--- src/rtl/vga_sig_gen.sv ---
// VGA display stage: 640x480@60 timing from a pixel-rate enable, 4x-scaled
// 1-bit frame buffer readout, per-frame colour latch and sync generation.
module vga_sig_gen #(
    parameter int unsigned CLK_DIV  = 4,
    parameter int unsigned H_VIS    = 640,
    parameter int unsigned H_FP     = 16,
    parameter int unsigned H_SYNC   = 96,
    parameter int unsigned H_BP     = 48,
    parameter int unsigned V_VIS    = 480,
    parameter int unsigned V_FP     = 10,
    parameter int unsigned V_SYNC   = 2,
    parameter int unsigned V_BP     = 33,
    parameter logic        SYNC_POL = 1'b0
) (
    input  logic        CLK,
    input  logic        RESET,
    input  logic [15:0] CONFIG_COLOURS,
    output logic [14:0] FB_ADDR,
    input  logic        FB_DATA,
    output logic        VGA_HS,
    output logic        VGA_VS,
    output logic [7:0]  VGA_DATA,
    output logic        FRAME_START
);

    localparam int unsigned H_TOTAL  = H_VIS + H_FP + H_SYNC + H_BP;
    localparam int unsigned V_TOTAL  = V_VIS + V_FP + V_SYNC + V_BP;
    localparam int unsigned HS_FIRST = H_VIS + H_FP;
    localparam int unsigned HS_LAST  = H_VIS + H_FP + H_SYNC - 1;
    localparam int unsigned VS_FIRST = V_VIS + V_FP;
    localparam int unsigned VS_LAST  = V_VIS + V_FP + V_SYNC - 1;
    localparam int unsigned CNT_W    = 10;
    localparam int unsigned DIV_W    = (CLK_DIV > 1) ? $clog2(CLK_DIV) : 1;
    localparam int unsigned COL_W    = 8;
    localparam int unsigned ROW_W    = 7;
    localparam int unsigned ADR_W    = 15;

    logic [DIV_W-1:0] div;
    logic [DIV_W-1:0] div_nxt;
    logic             tick_c;

    logic [CNT_W-1:0] h_cnt;
    logic [CNT_W-1:0] v_cnt;
    logic [CNT_W-1:0] h_nxt;
    logic [CNT_W-1:0] v_nxt;
    logic             h_last_c;
    logic             v_last_c;
    logic             frame_wrap_c;

    logic             visible_c;
    logic             hs_act_c;
    logic             vs_act_c;
    logic [COL_W-1:0] pixel_c;

    logic [COL_W-1:0] fg;
    logic [COL_W-1:0] bg;

    // Pixel tick on the last CLK of each divider period
    always_comb begin
        tick_c  = (div == DIV_W'(CLK_DIV - 1));
        div_nxt = div + DIV_W'(1);
        if (tick_c) begin
            div_nxt = '0;
        end
    end

    // Divider register
    always_ff @(posedge CLK) begin
        if (RESET) begin
            div <= '0;
        end else begin
            div <= div_nxt;
        end
    end

    // Next raster position; V advances only when H wraps
    always_comb begin
        h_last_c     = (h_cnt == CNT_W'(H_TOTAL - 1));
        v_last_c     = (v_cnt == CNT_W'(V_TOTAL - 1));
        frame_wrap_c = tick_c & h_last_c & v_last_c;
        h_nxt        = h_cnt;
        v_nxt        = v_cnt;
        if (tick_c) begin
            if (h_last_c) begin
                h_nxt = '0;
                if (v_last_c) begin
                    v_nxt = '0;
                end else begin
                    v_nxt = v_cnt + CNT_W'(1);
                end
            end else begin
                h_nxt = h_cnt + CNT_W'(1);
            end
        end
    end

    // Raster counters
    always_ff @(posedge CLK) begin
        if (RESET) begin
            h_cnt <= '0;
            v_cnt <= '0;
        end else begin
            h_cnt <= h_nxt;
            v_cnt <= v_nxt;
        end
    end

    // Decode of the current position: visibility, sync windows, FB address
    always_comb begin
        visible_c = (h_cnt < CNT_W'(H_VIS)) && (v_cnt < CNT_W'(V_VIS));
        hs_act_c  = (h_cnt >= CNT_W'(HS_FIRST)) && (h_cnt <= CNT_W'(HS_LAST));
        vs_act_c  = (v_cnt >= CNT_W'(VS_FIRST)) && (v_cnt <= CNT_W'(VS_LAST));
        FB_ADDR   = '0;
        if (visible_c) begin
            FB_ADDR = ADR_W'({v_cnt[ROW_W+1:2], h_cnt[CNT_W-1:2]});
        end
    end

    // Colour selection; FB_DATA is only looked at inside the visible area
    always_comb begin
        pixel_c = '0;
        if (visible_c) begin
            pixel_c = FB_DATA ? fg : bg;
        end
    end

    // Output stage, one pixel behind the counters
    always_ff @(posedge CLK) begin
        if (RESET) begin
            VGA_HS   <= ~SYNC_POL;
            VGA_VS   <= ~SYNC_POL;
            VGA_DATA <= '0;
        end else if (tick_c) begin
            VGA_HS   <= hs_act_c ? SYNC_POL : ~SYNC_POL;
            VGA_VS   <= vs_act_c ? SYNC_POL : ~SYNC_POL;
            VGA_DATA <= pixel_c;
        end
    end

    // Colours latched once per frame so a mid-frame change cannot tear
    always_ff @(posedge CLK) begin
        if (RESET) begin
            fg <= '0;
            bg <= '0;
        end else if (frame_wrap_c) begin
            fg <= CONFIG_COLOURS[15:8];
            bg <= CONFIG_COLOURS[7:0];
        end
    end

    // Frame start strobe, coincident with the counters entering (0,0)
    always_ff @(posedge CLK) begin
        if (RESET) begin
            FRAME_START <= 1'b0;
        end else begin
            FRAME_START <= frame_wrap_c;
        end
    end

endmodule

--- config.mk ---
export PLATFORM = sky130hd
export DESIGN_NAME = vga_sig_gen
export DESIGN_NICKNAME = d
export VERILOG_FILES = /design/src/rtl/vga_sig_gen.sv
export SDC_FILE = /design/constraint.sdc
export NUM_CORES = 1
export LEC_CHECK = 0
export ABC_CLOCK_PERIOD_IN_PS = 2170
export BUFFER_PORTS_ARGS = -buffer_cell sky130_fd_sc_hd__buf_2
export CAP_MARGIN = 15
export CELL_PAD_IN_SITES_DETAIL_PLACEMENT = 0
export CELL_PAD_IN_SITES_GLOBAL_PLACEMENT = 1
export CORE_ASPECT_RATIO = 1.2
export CORE_MARGIN = 4
export CORE_UTILIZATION = 36
export DETAILED_ROUTE_END_ITERATION = 8
export GPL_ROUTABILITY_DRIVEN = 0
export PLACE_DENSITY_LB_ADDON = 0.3
export SLEW_MARGIN = 20
export SYNTH_ARGS = -nofsm -noshare
export SYNTH_HDL_FRONTEND = slang
export SYNTH_SLANG_ARGS = --single-unit
--- constraint.sdc ---
create_clock -name CLK -period 2.17 [get_ports CLK]
set_clock_uncertainty 0.2 [all_clocks]
set_input_delay 0.217 -clock CLK [delete_from_list [all_inputs] [get_ports CLK]]
set_output_delay 0.217 -clock CLK [all_outputs]
set_load 0.02 [all_outputs]
# ---- Word-level counts from Yosys, hierarchy flattened
# Index checks and enable logic that the tools add are counted.
dict set report op_classes {
  addsub 3
  n_lt_le_gt_ge 6
  eq_ne 3
  mux 7
  n_bitwise 2
  n_reduce_logical 5
}
# operator count
set ops {}
lappend ops {{$add 10x1->10 const B} 2}
lappend ops {{$eq 10x10->1 const B} 2}
lappend ops {{$mux 10} 2}
lappend ops {{$mux 8} 2}
lappend ops {{$mux 15} 1}
lappend ops {{$ge 10x10->1 const B} 1}
lappend ops {{$ge 10x9->1 const B} 1}
lappend ops {{$le 10x10->1 const B} 1}
lappend ops {{$le 10x9->1 const B} 1}
lappend ops {{$lt 10x10->1 const B} 1}
lappend ops {{$lt 10x9->1 const B} 1}
lappend ops {{$logic_and 1x1->1} 3}
lappend ops {{$add 2x1->2 const B} 1}
lappend ops {{$and 1x1->1} 2}
lappend ops {{$eq 2x2->1 const B} 1}
lappend ops {{$mux 1} 2}
lappend ops {{$reduce_and 2->1} 1}
lappend ops {{$reduce_or 2->1} 1}
dict set report word_totals {
  regBits 49
  inputBits 19
  wordCells 35
}

# ---- Logic depth before layout (Yosys ltp)
# Gate-level depths: netlist (run 1).
dict set report depth {
  depth_word 3
  depth_mapped 8
  mapped_depth_nobuf 6
}

# ---- Worst setup path before layout (run 1)
# Ideal clock, no wire load.
dict set report synth_path {
  path_kind {register -> register}
  from {register div[0]}
  to {register bg[4]}
  setup_time_ns 0.117
  t_arrival_ns 1.908
  required_time_ns 1.853
  path_slack_ns -0.054
  path_stages_with_launch 8
  n_path_buf 2
  cell_sequence {dfxtp_1 > ha_1 > buf_2 > nand2_1 > or4_4 > o21a_1 > buf_2 > a22o_1}
}
dict set report synth_between {
  elab_chain_len 3
}
# item line_no
set synth_rtl {}
lappend synth_rtl {{from (decl)} 38} ;# logic [DIV_W-1:0] div;
lappend synth_rtl {{from (signal assigned)} 72} ;# div <= div_nxt;
lappend synth_rtl {{$eq 2x2->1} 60} ;# tick_c = (div == DIV_W'(CLK_DIV - 1));
lappend synth_rtl {{$and 1x1->1 (2 in series)} 80} ;# frame_wrap_c = tick_c & h_last_c & v_last_c;
lappend synth_rtl {{to (signal assigned)} 147} ;# bg <= CONFIG_COLOURS[7:0];
lappend synth_rtl {{to (decl)} 56} ;# logic [COL_W-1:0] bg;
# No other way between the ends.
# A chain may end at the register's enable or synchronous reset.

# ---- Worst setup path in the final report (run 1)
dict set report layout_path {
  from {register h_cnt[1]}
  to {register fg[7]}
}
dict set report layout_between {
  elab_chain_len 3
}
# item line_no
set layout_rtl {}
lappend layout_rtl {{from (decl)} 42} ;# logic [CNT_W-1:0] h_cnt;
lappend layout_rtl {{from (signal assigned)} 103} ;# h_cnt <= h_nxt;
lappend layout_rtl {{$eq 10x10->1} 78} ;# h_last_c = (h_cnt == CNT_W'(H_TOTAL - 1));
lappend layout_rtl {{$and 1x1->1 (2 in series)} 80}
lappend layout_rtl {{to (signal assigned)} 146} ;# fg <= CONFIG_COLOURS[15:8];
lappend layout_rtl {{to (decl)} 55} ;# logic [COL_W-1:0] fg;
# No other way between the ends.

==> impl_table.tex, run 1 <==
\begin{tabular}{lr}
\hline
Metric & Value \\
\hline
\multicolumn{2}{l}{\textbf{STA}} \\
\quad Final Hold Viols & 0 \\
\quad Total negative setup slack & 0 ps \\
\quad Post-route clock period utilization & 96.14\% \\
\quad Measured slew at the worst slew-check pin & approximately 700 ps \\
\quad Final period demand of the worst path & between 2000 and 2500 ps \\
\quad Achievable frequency & 0.4793 GHz \\
\quad Count of endpoints failing setup in the final report & 0 \\
\quad Relative max-transition margin & 53.00\% \\
\quad Worst Hold Margin & $\sim$41 ps \\
\quad Final worst slack & about 84 ps \\
\quad Final-report max-slew violation count & 0 \\
\quad Unrepaired setup endpoints after global routing & false \\
\multicolumn{2}{l}{\textbf{Placed design}} \\
\quad Half-perimeter wire length of the detailed placement result & roughly 3.8 mm \\
\quad Pre-CTS setup slack & roughly 70 ps \\
\quad Port Buf Inserts & 44 \\
\multicolumn{2}{l}{\textbf{Worst setup path}} \\
\quad Worst path required time & between 2000 and 2500 ps \\
\quad Startpoint class of the critical path & register \\
\quad Delay of the slowest critical-path stage & about 620 ps \\
\quad Ordered list of cells on the worst path & ha\_2 > nand3\_2 > or4\_4 > o21a\_4 > a22o\_1 \\
\quad Largest fanout on the critical path & 8 \\
\quad Endpoint type of the worst setup path & register \\
\quad Worst reg2reg setup slack & 80 ps \\
\quad Slowest library cell on the worst path & or4\_4 \\
\quad Type of the setup path with the least slack & reg -> reg \\
\quad Worst path arrival time & $\sim$2100 ps \\
\quad Critical path buffers and inverters & 0 \\
\quad Kind of cell adding the most delay to the critical path & simple AND/OR/NAND/NOR gates \\
\multicolumn{2}{l}{\textbf{Cells and area}} \\
\quad Number of diodes & 0 \\
\quad Layout cells sized above 1 & between 20 and 30\% \\
\quad Post-layout nets & between 300 and 400 \\
\quad Layout area overhead & 37.62\% \\
\quad Number of fill cells in the layout & approximately 560 \\
\multicolumn{2}{l}{\textbf{Synth}} \\
\quad Leading post-synthesis cells by instance count & 49 x dfxtp\_1, 16 x a22o\_1, 15 x nand2\_1, 15 x nor2\_1 \\
\quad Number of nets in the synthesized netlist & around 260 \\
\quad Area share of the largest cell type after synthesis & between 40\% and 50\% \\
\quad Number of flops mapped to enable cells by yosys & 0 \\
\quad Most used standard cell by instance count after synthesis & dfxtp\_1 \\
\quad Library cell occupying the most area in the post-synthesis netlist & dfxtp\_1 \\
\quad Most used DFF post-synth & dfxtp\_1 \\
\quad Register bit total from synthesis & 49 \\
\quad Syn Area/Cell & $\sim$9.2 um\^{}2 \\
\quad Async set-reset flop share out of synthesis & 0\% \\
\quad Synth warn & 0 \\
\quad Cell area after technology mapping & approximately 2200 um\^{}2 \\
\quad Register area share after synthesis & 45.58\% \\
\quad Cells taking the most area after synthesis & dfxtp\_1 46\%, a22o\_1 6.5\%, xnor2\_1 4.1\%, and2\_1 3.8\%, mux2i\_1 3.7\% \\
\quad Count of different cell masters after synthesis & 36 \\
\quad Post-synthesis cell count & approximately 230 \\
\multicolumn{2}{l}{\textbf{Floorplanning}} \\
\quad Top Ports & 45 \\
\quad Standard cell core area & 5743 um\^{}2 \\
\quad Die Height & roughly 93 um \\
\quad Effective utilization at floorplan & a little under two fifths \\
\quad Horizontal die dimension & roughly 79 um \\
\quad Die area & between 7000 and 8000 um\^{}2 \\
\quad Number of rows in the core area & 30 \\
\multicolumn{2}{l}{\textbf{Clock network}} \\
\quad \# clock sinks & roughly 50 \\
\quad TritonCTS clock tree & built \\
\quad Clk slew on worst S/H paths & approximately 90 ps \\
\quad Clock tree buffer depth & 2 \\
\quad CTS Buf Count & 5 \\
\quad Clock latency of the later-clocked register in the worst-skew pair & around 300 ps \\
\quad CTS Root Buffer Type & clkbuf\_8 \\
\quad Number of H-tree levels & 2 \\
\multicolumn{2}{l}{\textbf{Route}} \\
\quad Number of vias per cell after detailed routing & between 5 and 6 \\
\quad Final wirelength & roughly 5.5 mm \\
\quad Number of detailed-route iterations in the first pass & 5 \\
\quad Remaining design rule violation count & 0 \\
\quad Average routed wire per standard cell & about 14 um \\
\quad Antenna-violating nets left & 0 \\
\quad First DRT Iteration DRCs & 92 \\
\quad Via count of the routed design & 1994 \\
\multicolumn{2}{l}{\textbf{Min path}} \\
\quad HP Class & in -> reg \\
\multicolumn{2}{l}{\textbf{GRT}} \\
\quad Aggregate global routing overflow & 0 \\
\quad Via count of the first global-routing pass & between 1500 and 2000 \\
\quad First-pass GRT wire length & 8.921 mm \\
\quad Pin count of the biggest net entering global routing & 18 \\
\quad Overall routing resource usage & between 15 and 20\% \\
\quad Initial antenna violation count & 0 \\
\multicolumn{2}{l}{\textbf{Job}} \\
\quad Max-cap violations & 0 \\
\multicolumn{2}{l}{\textbf{Power and ir drop}} \\
\quad Pwr/cell area & 570.0 nW/um\^{}2 \\
\quad LEAKAGE & approximately 1.2 nW \\
\quad Largest voltage drop on the vdd net & 0.4855 mV \\
\multicolumn{2}{l}{\textbf{Outcome}} \\
\quad Status & completed \\
\hline
\end{tabular}
-- cell families after synthesis --
logic type	share of synthesized area (%)
mux	3.721
buf+inv	4.651
fa+ha+maj	2.907
xor+xnor	4.884
compound gates	14.13
simple gates	24.13
flops	45.58
-- flip-flops by register name, summed over array words and instances, names as in the netlist --
| name | flops |
|---|---|
| VGA_HS | 1 |
| v_cnt | 10 |
| bg | 8 |
| FRAME_START | 1 |
| div | 2 |
| VGA_DATA | 8 |
| VGA_VS | 1 |
| fg | 8 |
| h_cnt | 10 |
-- cell usage in the layout (no fill, tap or decap), types with 2 or more instances in the layout --
| cell | n |
|---|---|
| nand4_1 | 7 |
| mux2i_1 | 8 |
| nor2_1 | 15 |
| dlygate4sd3_1 | 16 |
| or3_1 | 6 |
| nand3_1 | 6 |
| clkbuf_8 | 6 |
| nor4_1 | 9 |
| inv_1 | 10 |
| xnor2_1 | 10 |
| xor2_1 | 2 |
| nor3_1 | 5 |
| o21a_4 | 2 |
| dfxtp_2 | 2 |
| buf_4 | 24 |
| buf_2 | 44 |
| dfxtp_1 | 47 |
| nand4b_1 | 3 |
| a22o_1 | 16 |
| o21ai_0 | 13 |
| nand2_1 | 14 |
| a21oi_1 | 7 |
| and2_1 | 13 |
| ha_1 | 4 |
| and3_1 | 4 |
-- path summary, 6_finish.rpt --
path                      endpoint                  start  cells after the start
min          h_cnt[4]$_SDFFE_PP0N_                  RESET                      2
min reg2reg      div[0]$_SDFF_PP0_      div[0]$_SDFF_PP0_                      1
max             fg[7]$_SDFFE_PP0P_  h_cnt[1]$_SDFFE_PP0N_                      5
max reg2reg     fg[7]$_SDFFE_PP0P_  h_cnt[1]$_SDFFE_PP0N_                      5
-- area by class of cell --
| class | count | area (um^2) | area share, % |
|---|---|---|---|
| Multi-Input combinational cell | 163 | 1129 | 38.11 |
| Clock buffer | 6 | 82.58 | 2.788 |
| Inverter | 10 | 37.54 | 1.267 |
| Tap cell | 80 | 100.1 | 3.380 |
| Timing Repair Buffer | 86 | 591.8 | 19.98 |
| Sequential cell | 49 | 983.4 | 33.21 |
| Clock inverter | 2 | 37.54 | 1.267 |
-- metrics by stage --
| stage | std cells | power [mW] | utilization, % | area [um^2] |
|---|---|---|---|---|
| final | 396 | 1.688 | 51.57 | 2962 |
| after detailed placement | 369 | 0.9994 | 45.66 | 2623 |
| after CTS | 393 | 1.702 | 50.63 | 2908 |
| after floorplan | 233 | 0.9654 | - | 2165 |
| after global placement | 369 | 0.9984 | 45.66 | 2623 |
| after global routing | 396 | 1.751 | 51.57 | 2962 |
-- power breakdown --
| group | leakage (nW) | switching [mW] | internal, mW | total, mW |
|---|---|---|---|---|
| Clock | 0.0574 | 0.311 | 0.375 | 0.686 |
| Combinational | 0.762 | 0.0464 | 0.0481 | 0.0945 |
| Sequential | 0.396 | 0.00279 | 0.905 | 0.908 |
-- layer usage --
metal | wire length (um) | part of all wire [%] | track usage (%)
met3 | 249 | 4.5 | 3.307
met1 | 2582 | 47 | 19.70
met5 | 0 | 0 | 0
met2 | 2638 | 48 | 25.00
met4 | 64 | 1.2 | 4.810
-- what timing repair did --
action,CTS,global route
cloned,0,2
setup endpoints to repair,11,27
endpoints found under the hold margin,16,0
resized for setup,1,7
buffers inserted,0,1
pin swaps,0,3
hold buffers,16,0
Note: power is estimated with default switching activity, not from simulation.
==> run 2: changes to the inputs <==
Settings changed: RECOVER_POWER set to 25.
==> impl_table.tex, run 2 (synthesized netlist as in run 1, its figures left out) <==
\begin{tabular}{lr}
\hline
Metric & Value \\
\hline
\multicolumn{2}{l}{\textbf{Outcome}} \\
\quad Status & completed \\
\multicolumn{2}{l}{\textbf{Route}} \\
\quad Average routed wire per standard cell & 13.97 um (about the same) \\
\quad Total met3 wirelength after detailed routing & 246 um (-1.2\%) \\
\quad Final wirelength & 5.531 mm (about the same) \\
\quad Number of vias per cell after detailed routing & 5.030 (-0.10\%) \\
\quad First DRT Iteration DRCs & 91 (-1.1\%) \\
\quad Top layer reached by signal wires & met4 \\
\quad Antenna-violating nets left & 0 (unchanged) \\
\quad Via count of the routed design & 1992 (-0.10\%) \\
\quad Total routed wire length on the met1 layer & 2.588 mm (+0.23\%) \\
\quad Number of detailed-route iterations in the first pass & 4 (-1) \\
\quad Length of routed met2 wiring & 2.632 mm (-0.23\%) \\
\quad Remaining design rule violation count & 0 (unchanged) \\
\multicolumn{2}{l}{\textbf{Cells and area}} \\
\quad Total area of sequential cells & 983.4 um\^{}2 (unchanged) \\
\quad Final standard cell utilization of the core & 51.33\% (-0.24 points) \\
\quad Number of diodes & 0 (unchanged) \\
\quad Area taken by multi-input logic gates & 1129 um\^{}2 (unchanged) \\
\quad Post-layout nets & 339 (unchanged) \\
\quad Number of fill cells in the layout & 565 (+0.71\%) \\
\quad Layout cells sized above 1 & 25.95\% (-3.5 points) \\
\quad Layout area overhead & 36.98\% \\
\quad Most common library cell in the layout ignoring fill and taps & dfxtp\_1 \\
\quad Registers with the most flip-flops & h\_cnt x10, v\_cnt x10 \\
\quad Commonest cells after routing, fill and taps aside & 47 x dfxtp\_1, 33 x buf\_2, 24 x buf\_4 \\
\multicolumn{2}{l}{\textbf{Clock network}} \\
\quad Clock tree buffer depth & 2 (unchanged) \\
\quad Number of H-tree levels & 2 (unchanged) \\
\quad TritonCTS clock tree & built \\
\quad CTS Buf Count & 5 (unchanged) \\
\quad Clk slew on worst S/H paths & 90 ps (about the same) \\
\quad CTS Root Buffer Type & clkbuf\_8 \\
\quad \# clock sinks & 49 (unchanged) \\
\quad Clock latency of the later-clocked register in the worst-skew pair & 300 ps (about the same) \\
\multicolumn{2}{l}{\textbf{Power and ir drop}} \\
\quad Clk pwr share & 40.6\% (about the same) \\
\quad Portion of total power attributed to combinational logic & 5.6\% (about the same) \\
\quad Net switching power of the design & 0.3594 mW (about the same) \\
\quad Pwr/cell area & 572.5 nW/um\^{}2 (+0.45\%) \\
\quad LEAKAGE & 1.174 nW (-3.5\%) \\
\quad Power share of the sequential group & 53.8\% (about the same) \\
\quad Internal cell power & 1.328 mW (unchanged) \\
\quad Net Sw Frac & 21.30\% (about the same) \\
\quad Largest voltage drop on the vdd net & 0.4856 mV (about the same) \\
\multicolumn{2}{l}{\textbf{Floorplanning}} \\
\quad Top Ports & 45 (unchanged) \\
\quad Effective utilization at floorplan & 37.47\% (unchanged) \\
\quad Die area & 7284 um\^{}2 (unchanged) \\
\quad Die Height & 92.70 um (unchanged) \\
\quad Standard cell core area & 5743 um\^{}2 (unchanged) \\
\quad Number of rows in the core area & 30 (unchanged) \\
\quad Horizontal die dimension & 78.58 um (unchanged) \\
\multicolumn{2}{l}{\textbf{GRT}} \\
\quad Via count of the first global-routing pass & 1888 (unchanged) \\
\quad Aggregate global routing overflow & 0 (unchanged) \\
\quad Pin count of the biggest net entering global routing & 18 (unchanged) \\
\quad First-pass GRT wire length & 8.921 mm (unchanged) \\
\quad Overall routing resource usage & 15.20\% (unchanged) \\
\quad Initial antenna violation count & 0 (unchanged) \\
\multicolumn{2}{l}{\textbf{Min path}} \\
\quad HP Class & in -> reg \\
\multicolumn{2}{l}{\textbf{STA}} \\
\quad Post-route clock period utilization & 96.08\% (about the same) \\
\quad Achievable frequency & 0.4796 GHz (about the same) \\
\quad Measured slew at the worst slew-check pin & 706.2 ps (+3.803 ps) \\
\quad Final Hold Viols & 0 (unchanged) \\
\quad Total negative setup slack & 0 ps (unchanged) \\
\quad Final period demand of the worst path & 2085 ps (-1.202 ps) \\
\quad Final-report max-slew violation count & 0 (unchanged) \\
\quad Unrepaired setup endpoints after global routing & false \\
\quad Count of endpoints failing setup in the final report & 0 (unchanged) \\
\quad Relative max-transition margin & 52.75\% (-0.25 points) \\
\multicolumn{2}{l}{\textbf{Worst setup path}} \\
\quad Worst path required time & 2170 ps (about the same) \\
\quad Endpoint type of the worst setup path & register \\
\quad Type of the setup path with the least slack & reg -> reg \\
\quad Largest fanout on the critical path & 8 (unchanged) \\
\quad Startpoint class of the critical path & register \\
\quad Worst path arrival time & 2080 ps (about the same) \\
\multicolumn{2}{l}{\textbf{Placed design}} \\
\quad Half-perimeter wire length of the detailed placement result & 3.791 mm (unchanged) \\
\quad Port Buf Inserts & 44 (unchanged) \\
\multicolumn{2}{l}{\textbf{Job}} \\
\quad Max-cap violations & 0 (unchanged) \\
\hline
\end{tabular}
[run 2: cell count changes in the layout (fill, tap and decap cells not counted)]
| cell | change |
|---|---|
| buf_2 | -11 |
| clkbuf_1 | +11 |
[run 2: power by group through the flow]
| stage | Combinational [mW] | Sequential [mW] | Clock, mW |
|---|---|---|---|
| after floorplan | 0.0365 | 0.929 | 0 |
| after global placement | 0.0701 | 0.928 | 0 |
| after detailed placement | 0.0705 | 0.929 | 0 |
| after CTS | 0.0925 | 0.908 | 0.702 |
| after global routing | 0.104 | 0.909 | 0.739 |
| final | 0.0945 | 0.908 | 0.685 |
[run 2: final cells by class]
class / count / share of cell area (%)
clock buffer: 6 / 2.801
clock inverter: 2 / 1.273
inverter: 10 / 1.273
multi-input combinational: 163 / 38.29
sequential: 49 / 33.36
tap: 80 / 3.396
timing repair buffer: 86 / 19.61
[run 2: critical path: stages (launching register included)]
cell	delay [ps]
dfxtp_2	350
ha_2	180
nand3_2	120
or4_4	620
o21a_4	260
a22o_1	230
[run 2: path summary, 6_finish.rpt]
kind / start / to / slack, ps / cells after the start
worst max-delay path: h_cnt[1]$_SDFFE_PP0N_ / fg[7]$_SDFFE_PP0P_ / 80 / 5
worst min-delay path: RESET / h_cnt[4]$_SDFFE_PP0N_ / 40 / 2
worst max register to register: h_cnt[1]$_SDFFE_PP0N_ / fg[7]$_SDFFE_PP0P_ / 80 / 5
worst min register to register: div[0]$_SDFF_PP0_ / div[0]$_SDFF_PP0_ / 230 / 1
[run 2: through the flow]
stage / power (mW) / setup WS (ps) / hold slack, ps / cells / area [um^2]
2_1_floorplan: 0.9654 / 11.01 / 142.5 / 233 / 2165
3_3_place_gp: 0.9984 / 115.3 / 212.5 / 369 / 2623
3_5_place_dp: 0.9994 / 71.98 / 219.8 / 369 / 2623
4_1_cts: 1.702 / 40.72 / 23.86 / 393 / 2908
5_1_grt: 1.751 / 2.768 / 51.94 / 396 / 2948
6_report: 1.688 / 85.00 / 41.30 / 396 / 2948
[run 2: repair_timing]
action	in CTS	in global routing
endpoints found under the setup margin	11	27
cloned	0	2
hold buffers	16	0
endpoints found under the hold margin	16	0
setup buffers	0	1
resized for setup	1	7
pin swaps	0	3
[run 2: metal layers]
layer,GRT usage [%],vias up
met5,0,-
met4,4.810,0
met3,3.307,5
met2,25.00,45
met1,19.70,946
li1,-,996
==> run 3: changes to the inputs <==
Settings changed: PLACE_DENSITY set to 0.82, PLACE_DENSITY_LB_ADDON 0.3 to not set.
==> impl_table.tex, run 3 (synthesized netlist as in run 1, its figures left out) <==
\begin{tabular}{lr}
\hline
Metric & Value \\
\hline
\multicolumn{2}{l}{\textbf{Outcome}} \\
\quad Status & completed \\
\multicolumn{2}{l}{\textbf{Power and ir drop}} \\
\quad Net switching power of the design & 0.3419 mW (-4.9\%) \\
\quad Clk pwr share & 40.1\% (-0.5 points) \\
\quad Power share of the sequential group & 54.3\% (+0.5 points) \\
\quad Largest voltage drop on the vdd net & 0.3516 mV (-28\%) \\
\quad Internal cell power & 1.328 mW (about the same) \\
\quad PnR Total Power & 1.670 mW (-1.0\%) \\
\quad LEAKAGE & 1.154 nW (-1.7\%) \\
\quad Net Sw Frac & 20.47\% (-0.82 points) \\
\quad Pwr/cell area & 576.9 nW/um\^{}2 (+0.77\%) \\
\quad Portion of total power attributed to combinational logic & 5.6\% (about the same) \\
\multicolumn{2}{l}{\textbf{Clock network}} \\
\quad CTS Root Buffer Type & clkbuf\_8 \\
\quad TritonCTS clock tree & built \\
\quad Clk slew on worst S/H paths & 90 ps (about the same) \\
\quad \# clock sinks & 49 (unchanged) \\
\quad Clock tree buffer depth & 2 (unchanged) \\
\quad Number of H-tree levels & 2 (unchanged) \\
\quad Clock latency of the later-clocked register in the worst-skew pair & 300 ps (about the same) \\
\quad CTS Buf Count & 5 (unchanged) \\
\multicolumn{2}{l}{\textbf{Worst setup path}} \\
\quad Worst path required time & 2160 ps (about the same) \\
\quad Startpoint class of the critical path & register \\
\quad Largest fanout on the critical path & 13 (+5) \\
\quad Type of the setup path with the least slack & reg -> reg \\
\quad Worst path arrival time & 2050 ps (-30 ps) \\
\quad Endpoint type of the worst setup path & register \\
\multicolumn{2}{l}{\textbf{Route}} \\
\quad Average routed wire per standard cell & 13.35 um (-4.5\%) \\
\quad Number of vias per cell after detailed routing & 4.919 (-2.2\%) \\
\quad Remaining design rule violation count & 0 (unchanged) \\
\quad Final wirelength & 5.258 mm (-4.9\%) \\
\quad Number of detailed-route iterations in the first pass & 4 (unchanged) \\
\quad Antenna-violating nets left & 0 (unchanged) \\
\quad Via count of the routed design & 1938 (-2.7\%) \\
\quad First DRT Iteration DRCs & 94 (+3.3\%) \\
\multicolumn{2}{l}{\textbf{STA}} \\
\quad Final Hold Viols & 0 (unchanged) \\
\quad Total negative setup slack & 0 ps (unchanged) \\
\quad Unrepaired setup endpoints after global routing & false \\
\quad Count of endpoints failing setup in the final report & 0 (unchanged) \\
\quad Achievable frequency & 0.4861 GHz (+1.4\%) \\
\quad Post-route clock period utilization & 94.80\% (-1.3 points) \\
\quad Final-report max-slew violation count & 0 (unchanged) \\
\quad Final period demand of the worst path & 2057 ps (-27.93 ps) \\
\quad Relative max-transition margin & 68.38\% (+16 points) \\
\quad Final worst slack & 112.9 ps (+27.93 ps) \\
\quad Measured slew at the worst slew-check pin & 474.3 ps (-231.9 ps) \\
\multicolumn{2}{l}{\textbf{GRT}} \\
\quad Aggregate global routing overflow & 0 (unchanged) \\
\quad Via count of the first global-routing pass & 1872 (-0.85\%) \\
\quad Pin count of the biggest net entering global routing & 18 (unchanged) \\
\quad Initial antenna violation count & 0 (unchanged) \\
\quad First-pass GRT wire length & 8.818 mm (-1.2\%) \\
\quad Overall routing resource usage & 15.15\% (-0.052 points) \\
\multicolumn{2}{l}{\textbf{Placed design}} \\
\quad Pre-CTS setup slack & 43.19 ps (-28.79 ps) \\
\quad Port Buf Inserts & 44 (unchanged) \\
\quad Half-perimeter wire length of the detailed placement result & 3.755 mm (-0.95\%) \\
\quad Number of placed instances, taps included & 367 (-0.54\%) \\
\multicolumn{2}{l}{\textbf{Floorplanning}} \\
\quad Number of rows in the core area & 30 (unchanged) \\
\quad Effective utilization at floorplan & 37.47\% (unchanged) \\
\quad Die Height & 92.70 um (unchanged) \\
\quad Standard cell core area & 5743 um\^{}2 (unchanged) \\
\quad Top Ports & 45 (unchanged) \\
\quad Horizontal die dimension & 78.58 um (unchanged) \\
\quad Die area & 7284 um\^{}2 (unchanged) \\
\multicolumn{2}{l}{\textbf{Cells and area}} \\
\quad Post-layout nets & 337 (-0.59\%) \\
\quad Number of diodes & 0 (unchanged) \\
\quad Final standard cell utilization of the core & 50.41\% (-0.92 points) \\
\quad Commonest cells after routing, fill and taps aside & 48 x dfxtp\_1, 33 x buf\_2, 22 x buf\_4 \\
\quad Total area of sequential cells & 982.2 um\^{}2 (-0.13\%) \\
\quad Number of cells in the finished layout apart from fillers & 394 (-0.51\%) \\
\quad Layout area overhead & 34.54\% \\
\quad Number of fill cells in the layout & 580 (+2.7\%) \\
\quad Registers with the most flip-flops & h\_cnt x10, v\_cnt x10 \\
\quad Most common library cell in the layout ignoring fill and taps & dfxtp\_1 \\
\quad Area taken by multi-input logic gates & 1100 um\^{}2 (-2.6\%) \\
\quad Layout cells sized above 1 & 23.57\% (-2.4 points) \\
\multicolumn{2}{l}{\textbf{Job}} \\
\quad Max-cap violations & 0 (unchanged) \\
\multicolumn{2}{l}{\textbf{Min path}} \\
\quad HP Class & in -> reg \\
\hline
\end{tabular}
==> run 3: power groups by stage <==
stage               registers (mW)  clock network [mW]  logic [mW]
finish                       0.907               0.669      0.0938
global route                 0.909               0.726       0.104
CTS                          0.908               0.693      0.0935
detailed placement           0.929                   0      0.0717
global placement             0.928                   0      0.0710
floorplan                    0.929                   0      0.0365
==> run 3: critical path: stages, from the launching register on <==
cell	delay [ps]
dfxtp_2	350
ha_1	160
nand3_1	110
or4_4	590
o21a_2	310
a22o_1	240
==> run 3: area by class of cell <==
| cell class | instances | share of cell area [%] |
|---|---|---|
| multi-input combinational | 162 | 37.99 |
| timing repair buffer | 85 | 19.32 |
| clock inverter | 1 | 1.037 |
| inverter | 10 | 1.296 |
| sequential | 49 | 33.92 |
| clock buffer | 7 | 2.982 |
| tap | 80 | 3.457 |
==> run 3: worst paths after layout <==
kind                                            start               endpoint  slack [ps]  cells past startpoint
worst max register to register  h_cnt[1]$_SDFFE_PP0N_     fg[4]$_SDFFE_PP0P_         110                      5
worst min-delay path                            RESET  h_cnt[4]$_SDFFE_PP0N_          40                      2
worst min register to register      div[0]$_SDFF_PP0_      div[0]$_SDFF_PP0_         240                      1
worst max-delay path            h_cnt[1]$_SDFFE_PP0N_     fg[4]$_SDFFE_PP0P_         110                      5
==> run 3: what timing repair did <==
action / 4_1_cts / 5_1_grt
resized for setup: 0 / 3
hold buffers: 16 / 0
setup endpoints to repair: 0 / 27
endpoints found under the hold margin: 16 / 0
buffers inserted: 0 / 2
==> run 3: routing by layer <==
layer | vias to the layer above | track usage (%) | wire length [um]
met5 | - | 0 | 0
met4 | 0 | 5.248 | 76
met3 | 7 | 3.696 | 275
met2 | 53 | 25.71 | 2495
met1 | 887 | 18.53 | 2411
li1 | 991 | - | -
==> run 3: stage by stage <==
step | instance area [um^2] | hold WS [ps]
finish | 2895 | 43.39
detailed placement | 2608 | 230.6
CTS | 2884 | 32.05
global route | 2895 | 47.19
floorplan | 2165 | 142.5
global placement | 2608 | 212.5
